`src/rtl/debug_snapshot_pkg.sv`:
```
// Shared types for the debug snapshot unit: controller states, UART command
// bytes and the frame-length helper used to size the byte index.
package debug_snapshot_pkg;

  typedef enum logic [2:0] {
    ST_HALT,
    ST_RUN,
    ST_STEP,
    ST_DRAIN,
    ST_CAPTURE,
    ST_SEND
  } state_e;

  localparam logic [7:0] CMD_RUN  = 8'h63;  // 'c'
  localparam logic [7:0] CMD_HALT = 8'h68;  // 'h'
  localparam logic [7:0] CMD_STEP = 8'h73;  // 's'
  localparam logic [7:0] CMD_DUMP = 8'h64;  // 'd'

  // SOF + count + data bytes (+ checksum byte when enabled).
  function automatic int frame_len(input int num_words, input int word_w, input bit csum_en);
    return 2 + (num_words * word_w) / 8 + (csum_en ? 1 : 0);
  endfunction

endpackage

```
`src/rtl/debug_step_ctrl.sv`:
```
// Halt/run/step/drain controller: owns the unit's state register and
// generates the registered pipeline and PC enables.
module debug_step_ctrl
  import debug_snapshot_pkg::*;
#(
  parameter int DRAIN_CYCLES = 4
) (
  input  logic       clk,
  input  logic       reset,
  input  logic [7:0] rx_data,
  input  logic       rx_valid,
  input  logic       halt_req,
  input  logic       frame_done,
  output state_e     state_q,
  output state_e     state_d,
  output logic       pipe_enable,
  output logic       pc_enable
);

  localparam int CNT_W = (DRAIN_CYCLES > 1) ? $clog2(DRAIN_CYCLES) : 1;
  localparam logic [CNT_W-1:0] DRAIN_LAST = CNT_W'((DRAIN_CYCLES > 0) ? DRAIN_CYCLES - 1 : 0);

  logic [CNT_W-1:0] drain_cnt_q, drain_cnt_d;
  logic             pipe_enable_q, pipe_enable_d;
  logic             pc_enable_q, pc_enable_d;
  logic             cmd_run, cmd_halt, cmd_step, cmd_dump;

  // NOTE: sequential state is updated with non-blocking assignments only, so
  // every flop samples the pre-edge value of every other flop.
  always_ff @(posedge clk or posedge reset) begin
    if (reset) begin
      state_q       <= ST_HALT;
      drain_cnt_q   <= '0;
      pipe_enable_q <= 1'b0;
      pc_enable_q   <= 1'b0;
    end else begin
      state_q       <= state_d;
      drain_cnt_q   <= drain_cnt_d;
      pipe_enable_q <= pipe_enable_d;
      pc_enable_q   <= pc_enable_d;
    end
  end

  // NOTE: every variable gets a default at the top of each always_comb so no
  // path through the case statement can infer a latch.
  always_comb begin
    cmd_run     = rx_valid && (rx_data == CMD_RUN);
    cmd_halt    = rx_valid && (rx_data == CMD_HALT);
    cmd_step    = rx_valid && (rx_data == CMD_STEP);
    cmd_dump    = rx_valid && (rx_data == CMD_DUMP);
    state_d     = state_q;
    drain_cnt_d = (state_q == ST_DRAIN) ? drain_cnt_q + 1'b1 : '0;
    case (state_q)
      ST_HALT: begin
        if (cmd_run)       state_d = ST_RUN;
        else if (cmd_step) state_d = ST_STEP;
        else if (cmd_dump) state_d = ST_CAPTURE;
      end
      ST_RUN: begin
        if (halt_req || cmd_halt) state_d = (DRAIN_CYCLES == 0) ? ST_CAPTURE : ST_DRAIN;
      end
      ST_STEP:    state_d = ST_CAPTURE;
      ST_DRAIN: begin
        if (drain_cnt_q == DRAIN_LAST) state_d = ST_CAPTURE;
      end
      ST_CAPTURE: state_d = ST_SEND;
      ST_SEND: begin
        if (frame_done) state_d = ST_HALT;
      end
      default:    state_d = ST_HALT;
    endcase
  end

  // Enables are decoded from the next state so the registered copy lines up
  // with the state it belongs to.
  always_comb begin
    pipe_enable_d = (state_d == ST_RUN) || (state_d == ST_STEP) || (state_d == ST_DRAIN);
    pc_enable_d   = (state_d == ST_RUN) || (state_d == ST_STEP);
  end

  assign pipe_enable = pipe_enable_q;
  assign pc_enable   = pc_enable_q;

endmodule

```
`src/rtl/debug_snapshot_unit.sv`:
```
// Debug snapshot unit: command decode, shadow capture and framed byte output.
// Define DEBUG_SNAPSHOT_CHECKSUM_EN to append an XOR checksum byte to each frame.
module debug_snapshot_unit
  import debug_snapshot_pkg::*;
#(
  parameter int         NUM_WORDS    = 40,
  parameter int         WORD_W       = 32,
  parameter int         DRAIN_CYCLES = 4,
  parameter logic [7:0] SOF          = 8'hA5
) (
  input  logic                        clk,
  input  logic                        reset,
  input  logic [7:0]                  rx_data,
  input  logic                        rx_valid,
  input  logic [NUM_WORDS*WORD_W-1:0] snap_data,
  input  logic                        halt_req,
  output logic [7:0]                  tx_data,
  output logic                        tx_valid,
  input  logic                        tx_ready,
  output logic                        pipe_enable,
  output logic                        pc_enable,
  output logic                        busy
);

`ifdef DEBUG_SNAPSHOT_CHECKSUM_EN
  localparam bit CSUM_EN = 1'b1;
`else
  localparam bit CSUM_EN = 1'b0;
`endif

  localparam int SNAP_W     = NUM_WORDS * WORD_W;
  localparam int DATA_BYTES = SNAP_W / 8;
  localparam int FRAME_LEN  = frame_len(NUM_WORDS, WORD_W, CSUM_EN);
  localparam int IDX_W      = $clog2(FRAME_LEN);
  localparam logic [IDX_W-1:0] IDX_LAST     = IDX_W'(FRAME_LEN - 1);
  localparam logic [IDX_W-1:0] IDX_DATA_END = IDX_W'(DATA_BYTES);

  state_e            state_q, state_d;
  logic              frame_done, xfer;
  logic [SNAP_W-1:0] snap_rev;
  logic [SNAP_W-1:0] shadow_q, shadow_d;
  logic [IDX_W-1:0]  idx_q, idx_d;
  logic [7:0]        tx_data_q, tx_data_d;
  logic              tx_valid_q, tx_valid_d;
  logic              busy_q, busy_d;
`ifdef DEBUG_SNAPSHOT_CHECKSUM_EN
  logic [7:0]        csum_q, csum_d;
`endif

  debug_step_ctrl #(
    .DRAIN_CYCLES (DRAIN_CYCLES)
  ) u_step_ctrl (
    .clk         (clk),
    .reset       (reset),
    .rx_data     (rx_data),
    .rx_valid    (rx_valid),
    .halt_req    (halt_req),
    .frame_done  (frame_done),
    .state_q     (state_q),
    .state_d     (state_d),
    .pipe_enable (pipe_enable),
    .pc_enable   (pc_enable)
  );

  // Word 0 is moved to the top so the stream is simply the shadow read out
  // MSB byte first, shifting left one byte per data byte.
  always_comb begin
    snap_rev = '0;
    for (int w = 0; w < NUM_WORDS; w++) begin
      snap_rev[(NUM_WORDS-1-w)*WORD_W +: WORD_W] = snap_data[w*WORD_W +: WORD_W];
    end
  end

  // NOTE: the shadow register is wide but still reset, so a frame started
  // straight after reset can never expose stale contents.
  always_ff @(posedge clk or posedge reset) begin
    if (reset) begin
      shadow_q   <= '0;
      idx_q      <= '0;
      tx_data_q  <= '0;
      tx_valid_q <= 1'b0;
      busy_q     <= 1'b0;
`ifdef DEBUG_SNAPSHOT_CHECKSUM_EN
      csum_q     <= '0;
`endif
    end else begin
      shadow_q   <= shadow_d;
      idx_q      <= idx_d;
      tx_data_q  <= tx_data_d;
      tx_valid_q <= tx_valid_d;
      busy_q     <= busy_d;
`ifdef DEBUG_SNAPSHOT_CHECKSUM_EN
      csum_q     <= csum_d;
`endif
    end
  end

  always_comb begin
    shadow_d   = shadow_q;
    idx_d      = idx_q;
    tx_data_d  = tx_data_q;
    tx_valid_d = tx_valid_q;
    frame_done = 1'b0;
    xfer       = tx_valid_q && tx_ready;
    busy_d     = (state_d == ST_CAPTURE) || (state_d == ST_SEND);
`ifdef DEBUG_SNAPSHOT_CHECKSUM_EN
    csum_d     = csum_q;
`endif
    if (state_q == ST_CAPTURE) begin
      shadow_d   = snap_rev;
      idx_d      = '0;
      tx_valid_d = 1'b1;
      tx_data_d  = SOF;
`ifdef DEBUG_SNAPSHOT_CHECKSUM_EN
      csum_d     = '0;
`endif
    end else if (state_q == ST_SEND && xfer) begin
`ifdef DEBUG_SNAPSHOT_CHECKSUM_EN
      csum_d = csum_q ^ tx_data_q;
`endif
      if (idx_q == IDX_LAST) begin
        // Index holds at the last byte rather than stepping past the frame.
        frame_done = 1'b1;
        tx_valid_d = 1'b0;
        tx_data_d  = '0;
      end else begin
        idx_d = idx_q + 1'b1;
        if (idx_q == '0) begin
          tx_data_d = 8'(NUM_WORDS);
        end else if (idx_q <= IDX_DATA_END) begin
          tx_data_d = shadow_q[SNAP_W-1 -: 8];
          shadow_d  = shadow_q << 8;
        end else begin
`ifdef DEBUG_SNAPSHOT_CHECKSUM_EN
          tx_data_d = csum_q ^ tx_data_q;
`else
          tx_data_d = '0;
`endif
        end
      end
    end
  end

  assign tx_data  = tx_data_q;
  assign tx_valid = tx_valid_q;
  assign busy     = busy_q;

endmodule

```
`config.mk`:
```
export PLATFORM = sky130hd
export DESIGN_NAME = debug_snapshot_unit
export DESIGN_NICKNAME = d
export VERILOG_FILES = /design/src/rtl/debug_snapshot_pkg.sv /design/src/rtl/debug_step_ctrl.sv /design/src/rtl/debug_snapshot_unit.sv
export SDC_FILE = /design/constraint.sdc
export NUM_CORES = 2
export LEC_CHECK = 0
export CORE_AREA = 4 4 502 504
export CTS_CLUSTER_DIAMETER = 80
export CTS_CLUSTER_SIZE = 10
export DETAILED_ROUTE_END_ITERATION = 6
export DIE_AREA = 0 0 506 508
export SLEW_MARGIN = 20
export SYNTH_ARGS = -nofsm -noshare
export SYNTH_HDL_FRONTEND = slang
export SYNTH_HIERARCHICAL = 1
export SYNTH_SLANG_ARGS = --single-unit
```
`constraint.sdc`:
```
create_clock -name clk -period 99.6 [get_ports clk]
set_input_delay 19.92 -clock clk [delete_from_list [all_inputs] [get_ports clk]]
set_output_delay 19.92 -clock clk [all_outputs]
set_load 0.005 [all_outputs]
```
# Word level (Yosys, flattened, before mapping)
# Cells that the tools add are included.
# Widths: inputs -> output; s select.
totals:
  ff_bits: 1305
  output_inout_bits: 12
classes:
  add_sub_neg: 2
  n_lt_le_gt_ge: 1
  eq_ne: 18
  mux: 27
  n_reduce_logical: 18
op_table:
  columns: ["operator", "n"]
  rows:
  - ["$mux 1280", 5]
  - ["$mux 8", 8]
  - ["$eq 8x7->1 const B", 4]
  - ["$mux 3", 6]
  - ["$pmux 3 s6", 1]
  - ["$eq 3x2->1 const B", 4]
  - ["$eq 3x3->1 const B", 4]
  - ["$add 8x1->8 const B", 1]
  - ["$eq 8x8->1 const B", 1]
  - ["$le 8x8->1 const B", 1]
  - ["$logic_not 8->1", 1]
  - ["$eq 3x1->1 const B", 2]
  - ["$logic_and 1x1->1", 6]
  - ["$mux 1", 6]
  - ["$reduce_bool 2->1", 3]
  - ["$logic_or 1x1->1", 4]
  - ["$ne 2x2->1 const B", 2]
  - ["$reduce_and 2->1", 2]
  - ["$reduce_and 4->1", 1]
  - ["$logic_not 3->1", 1]
  - ["$add 2x1->2 const B", 1]
  - ["$eq 2x2->1 const B", 1]
  - ["$mux 2", 1]

# Logic depth before layout (Yosys ltp)
logic_depth:
  ltp_word: 9
  mapped_depth: 11
  ltp_nobuf: 8

# By module
# Netlist, hierarchy kept.
modules_own_cells:
  columns: ["module", "instances", "cells_per_inst", "area_each_um2", "seq_area_each_um2"]
  rows:
  - ["debug_snapshot_unit", 1, 6528, 63697.3, 32481.2]
  - ["debug_step_ctrl", 1, 39, 380.4, 175.2]

# Worst setup path after synthesis
# Ideal clock, no wire load.
synth_timing:
  path_kind: "input port to flip-flop"
  from: "in tx_ready"
  to: "reg busy_q, in the netlist busy"
  setup_ns: 0.125
  arrival_time_ns: 21.421
  required_time_ns: 99.475
  path_slack_ns: 78.054
  path_stages: 8
  path_buffers: 1
  cell_sequence: "nand3_1 -> nor2_1 -> clkbuf_1 -> and3_1 -> nor2_1 -> a211oi_1 -> a21oi_1 -> nor2b_1"
synth_via:
  elab_chain_cells: 8
synth_rtl:
  columns: ["item", "line", "source"]
  rows:
  - ["start, declared", "debug_snapshot_unit.sv:19", "input logic tx_ready,"]
  - ["$logic_and 1x1->1 *", "debug_snapshot_unit.sv:104", "xfer = tx_valid_q && tx_ready;"]
  - ["$logic_and 1x1->1 *", "debug_snapshot_unit.sv:117", "end else if (state_q == ST_SEND && xfer) begin"]
  - ["$mux 1 *", "debug_snapshot_unit.sv:117", null]
  - ["$mux 1 *", "debug_snapshot_unit.sv:109", "if (state_q == ST_CAPTURE) begin"]
  - ["net frame_done", "debug_snapshot_unit.sv:39", "logic frame_done, xfer;"]
  - ["$mux 3 *", "debug_step_ctrl.sv:68", "if (frame_done) state_d = ST_HALT;"]
  - ["$pmux 3 s6 *", "debug_step_ctrl.sv:53", "case (state_q)"]
  - ["net state_d[2]", "debug_snapshot_unit.sv:38", "state_e state_q, state_d;"]
  - ["$eq 3x3->1", "debug_snapshot_unit.sv:105", "busy_d = (state_d == ST_CAPTURE) || (state_d == ST_SEND);"]
  - ["$logic_or 1x1->1 *", "debug_snapshot_unit.sv:105", null]
  - ["net busy_d", "debug_snapshot_unit.sv:45", "logic busy_q, busy_d;"]
  - ["end signal, assigned", "debug_snapshot_unit.sv:91", "busy_q <= busy_d;"]
  - ["end, declared", "debug_snapshot_unit.sv:45", null]
# Mark *: on every way through the listed nets, which the timed path passes. The rest lies on a longest branch.
# A chain may end at the register's enable or synchronous reset.

# Worst setup path in the final report
layout_timing:
  from: "in tx_ready"
  to: "reg shadow_q[82]"
layout_via:
  elab_chain_cells: 4
layout_rtl:
  columns: ["item", "line", "source"]
  rows:
  - ["$logic_and 1x1->1", "debug_snapshot_unit.sv:104", null]
  - ["$logic_and 1x1->1", "debug_snapshot_unit.sv:117", null]
  - ["$reduce_bool 2->1 (no line)", null, null]
  - ["$reduce_and 4->1 (no line)", null, null]
  - ["end signal, assigned", "debug_snapshot_unit.sv:87", "shadow_q <= shadow_d;"]
  - ["end, declared", "debug_snapshot_unit.sv:41", "logic [SNAP_W-1:0] shadow_q, shadow_d;"]
# Every way passes these cells.

==> run_results.csv <==
group,metric,value,unit
clock_network,cts_resized,0,
sta,whs,0.4370,ns
yosys,syn_area,64080,sq um
final_layout,final_nets,8533,
sta,slew_headroom,14.55,%
floorplan,dieArea,257000,sq um
yosys,ys_seq_area_share,50.96,%
floorplan,fp.dieH,508,microns
clock_network,cts_buffer_depth,3,
grt,grt_pass1_vias,61490,
yosys,syn_avg_cell_area,9.758,sq um
routing,wl_per_cell,27.24,microns
floorplan,initial_core_util,25.86,%
placement,dp_hpwl,192200,microns
sta,fin_skew,0.05269,ns
critical_path,arrival,26.30,ns
clock_network,htreeDepth,4,
power_and_ir_drop,pwr-share-clk,22.3,%
yosys,synth_warnings,6,
critical_path,worstPathMaxFanout,169,
yosys,synth_cell_types,47,
grt,grt_max_degree,231,
power_and_ir_drop,power,2.328,mW
power_and_ir_drop,power_density,27.97,nW/um^2
final_layout,area_delta_synth_final,29.90,%
routing,via_per_inst,5.932,
critical_path,crit_path_end_kind,"register",
power_and_ir_drop,pwr-share-seq,42.2,%
placement,gp_congestion,0.8968,
sta,rsz0062_at_grt,"false",
yosys,async_flop_share,100.0,%
sta,clock.fmax,0.03907,GHz
power_and_ir_drop,switchingPower,0.9236,mW
grt,track_usage,21.28,%
routing,finalWirelength,290100,microns
sta,tightestPinTransition,1.282,ns
routing,drc,0,
grt,antenna_found_initial,105,
routing,ant_nets,0,
clock_network,cts.root.buffer_cell,"clkbuf_16",
outcome,status,"completed",
floorplan,rows,183,
yosys,ys_ff_latch,1305,
power_and_ir_drop,ir_worst_vdd,0.00003190,V
clock_network,path_clk_slew,0.06,ns
floorplan,core,247700,sq um
sta,finalSetupViolCount,0,
yosys,synth_edf_count,0,
sta,timing.setup.tns,0,ns
final_layout,post-route-util,33.60,%
power_and_ir_drop,leakage,31.12,nW
critical_path,required,100.30,ns
power_and_ir_drop,p_int,1.405,mW
hold_path,hold_class,"reg2reg",
routing,dr.pass1.iters,6,
routing,vias,63190,
grt,overflow,0,
final_layout,drive_gt1_share,4.201,%
critical_path,cpPeakStageDelay,0.90,ns
floorplan,die_w,506,microns
sta,post-route-min-period,25.59,ns
yosys,syn_nets,7864,
flow_run,cap_violations,0,
placement,portBuffers,1304,
grt,grt_pass1_wl,424400,microns
power_and_ir_drop,switching_share,39.67,%
critical_path,critical-path-slowest-cell,"buf_4",
yosys,postSynthCellCount,6567,
critical_path,crit_top_cell,"buf_4",
clock_network,clock_latency,0.81,ns
power_and_ir_drop,p_comb_share,35.5,%
floorplan,ios,1305,
clock_network,clock_sinks,1305,
clock_network,post-cts-setup-buffers,0,
yosys,ys.flop_type,"dfrtp_1",
clock_network,cts_tree,"built",
clock_network,numCtsBuffers,152,
critical_path,crit_type,"in2reg",
critical_path,crit_path_cell_trace,"clkdlybuf4s50_1 > nand3_1 > nor2_4 > buf_12 > buf_4 > buf_4 > buf_4 > buf_4 > nand4_1 > a31oi_1",
routing,drt_iter0_drc,7678,
clock_network,postCtsHoldBufs,0,
sta,slew_violations,0,
sta,timing.final.crit_share,25.70,%
placement,place_ws,73.57,ns
critical_path,start_kind,"primary input",
sta,hold_viol,0,
sta,fin_ws,74.01,ns
## routing by layer
metal / global-route usage (%) / part of all wire (%) / vias up
li1: - / - / 26930
met1: 28.91 / 42 / 32250
met2: 32.16 / 45 / 3448
met3: 5.346 / 9.0 / 475
met4: 9.007 / 4.1 / 84
met5: 0 / 0.17 / -
## synth_stat cells (all sizes together) (3+ instances only)
master	n	area, sq um
dfrtp	1305	32660
nor2	855	3209
nand4	846	5293
o31ai	846	6351
a31oi	845	5286
clkbuf	684	2567
a221o	432	4324
and2	428	2678
buf	217	1027
nand2	25	93.84
o21ai	13	68.81
inv	8	30.03
nand3	7	35.03
a21oi	6	33.78
a22o	4	35.03
ha	4	50.05
and3	3	18.77
and3b	3	26.28
nor3	3	15.01
nor4	3	33.78
xnor2	3	26.28
## through the flow
stage	cells	area [sq um]
2_1_floorplan	6567	64080
3_3_place_gp	10410	78780
3_5_place_dp	10410	78780
4_1_cts	10590	83040
5_1_grt	10630	83180
6_report	10650	83230
## worst max-delay path: cells and delay by family
family / cells / cell delay, ns
buffers and inverters: 6 / 4.21
and+or+nand+nor: 3 / 1.32
AOI/OAI and AO/OA: 1 / 0.24
## cell type report
| cell class | instances | area [sq um] |
|---|---|---|
| sequential | 1305 | 32660 |
| tap | 3330 | 4167 |
| antenna | 60 | 150.1 |
| fill | 25120 | 164500 |
| clock inverter | 21 | 380.4 |
| multi-input combinational | 4353 | 27880 |
| clock buffer | 158 | 3877 |
| inverter | 8 | 37.54 |
| timing repair buffer | 1416 | 14090 |
## power by group through the flow
stage | clock network (mW) | registers (mW) | logic (mW)
2_1_floorplan | 0 | 0.905 | 0.603
3_3_place_gp | 0 | 0.977 | 0.795
4_1_cts | 0.530 | 0.977 | 0.818
3_5_place_dp | 0 | 0.979 | 0.814
6_report | 0.520 | 0.983 | 0.826
5_1_grt | 0.551 | 1.00 | 0.900
## registers in the layout, indices dropped and copies added (netlist names)
signal / cells
u_step_ctrl/drain_cnt_q: 2
idx_q: 8
u_step_ctrl/pc_enable: 1
u_step_ctrl/pipe_enable: 1
u_step_ctrl/state_q: 3
tx_valid: 1
shadow_q: 1280
tx_data: 8
busy: 1
## cell usage in the layout, fill, tap and decap left out, types with 3 or more instances in the layout
master and count:
and2_1 428, nor2_1 853, a221o_1 432, nand2_1 25, diode_2 60, a21oi_1 5, clkinv_16 5, clkbuf_16 153
ha_1 4, nand4_1 846, o31ai_1 846, buf_12 13, nand3_1 7, o21ai_0 11, clkdlybuf4s50_1 1304, inv_6 5
and3_1 3, buf_4 94, clkbuf_8 3, buf_6 4, xnor2_1 3, a22o_1 4, a31oi_1 844, clkinv_8 4
inv_1 7, dfrtp_1 1305, and3b_1 3
## worst paths after layout
check | from | end | slack [ns] | cells after the start
max in group asynchronous | reset | shadow_q[1132] | 76.05 | 6
setup / recovery | tx_ready | shadow_q[82] | 74.01 | 10
hold / removal | u_step_ctrl/drain_cnt_q[0] | u_step_ctrl/drain_cnt_q[0] | 0.44 | 1
setup reg to reg | idx_q[0] | shadow_q[322] | 92.77 | 11
hold reg to reg | u_step_ctrl/drain_cnt_q[0] | u_step_ctrl/drain_cnt_q[0] | 0.44 | 1
min in group asynchronous | reset | u_step_ctrl/state_q[1] | 19.56 | 2
## logic make-up after synthesis
logic type / after synthesis / share of synthesized area (%)
AND/OR/NAND/NOR: 2184 / 17.93
AO/OA/AOI/OAI: 2160 / 25.29
flip-flops: 1305 / 50.96
buffers and inverters: 909 / 5.657
adder cells (fa/ha/maj): 4 / 0.07811
XOR/XNOR: 3 / 0.04101
multiplexers: 2 / 0.03124
(Power assumes the default switching activity.)
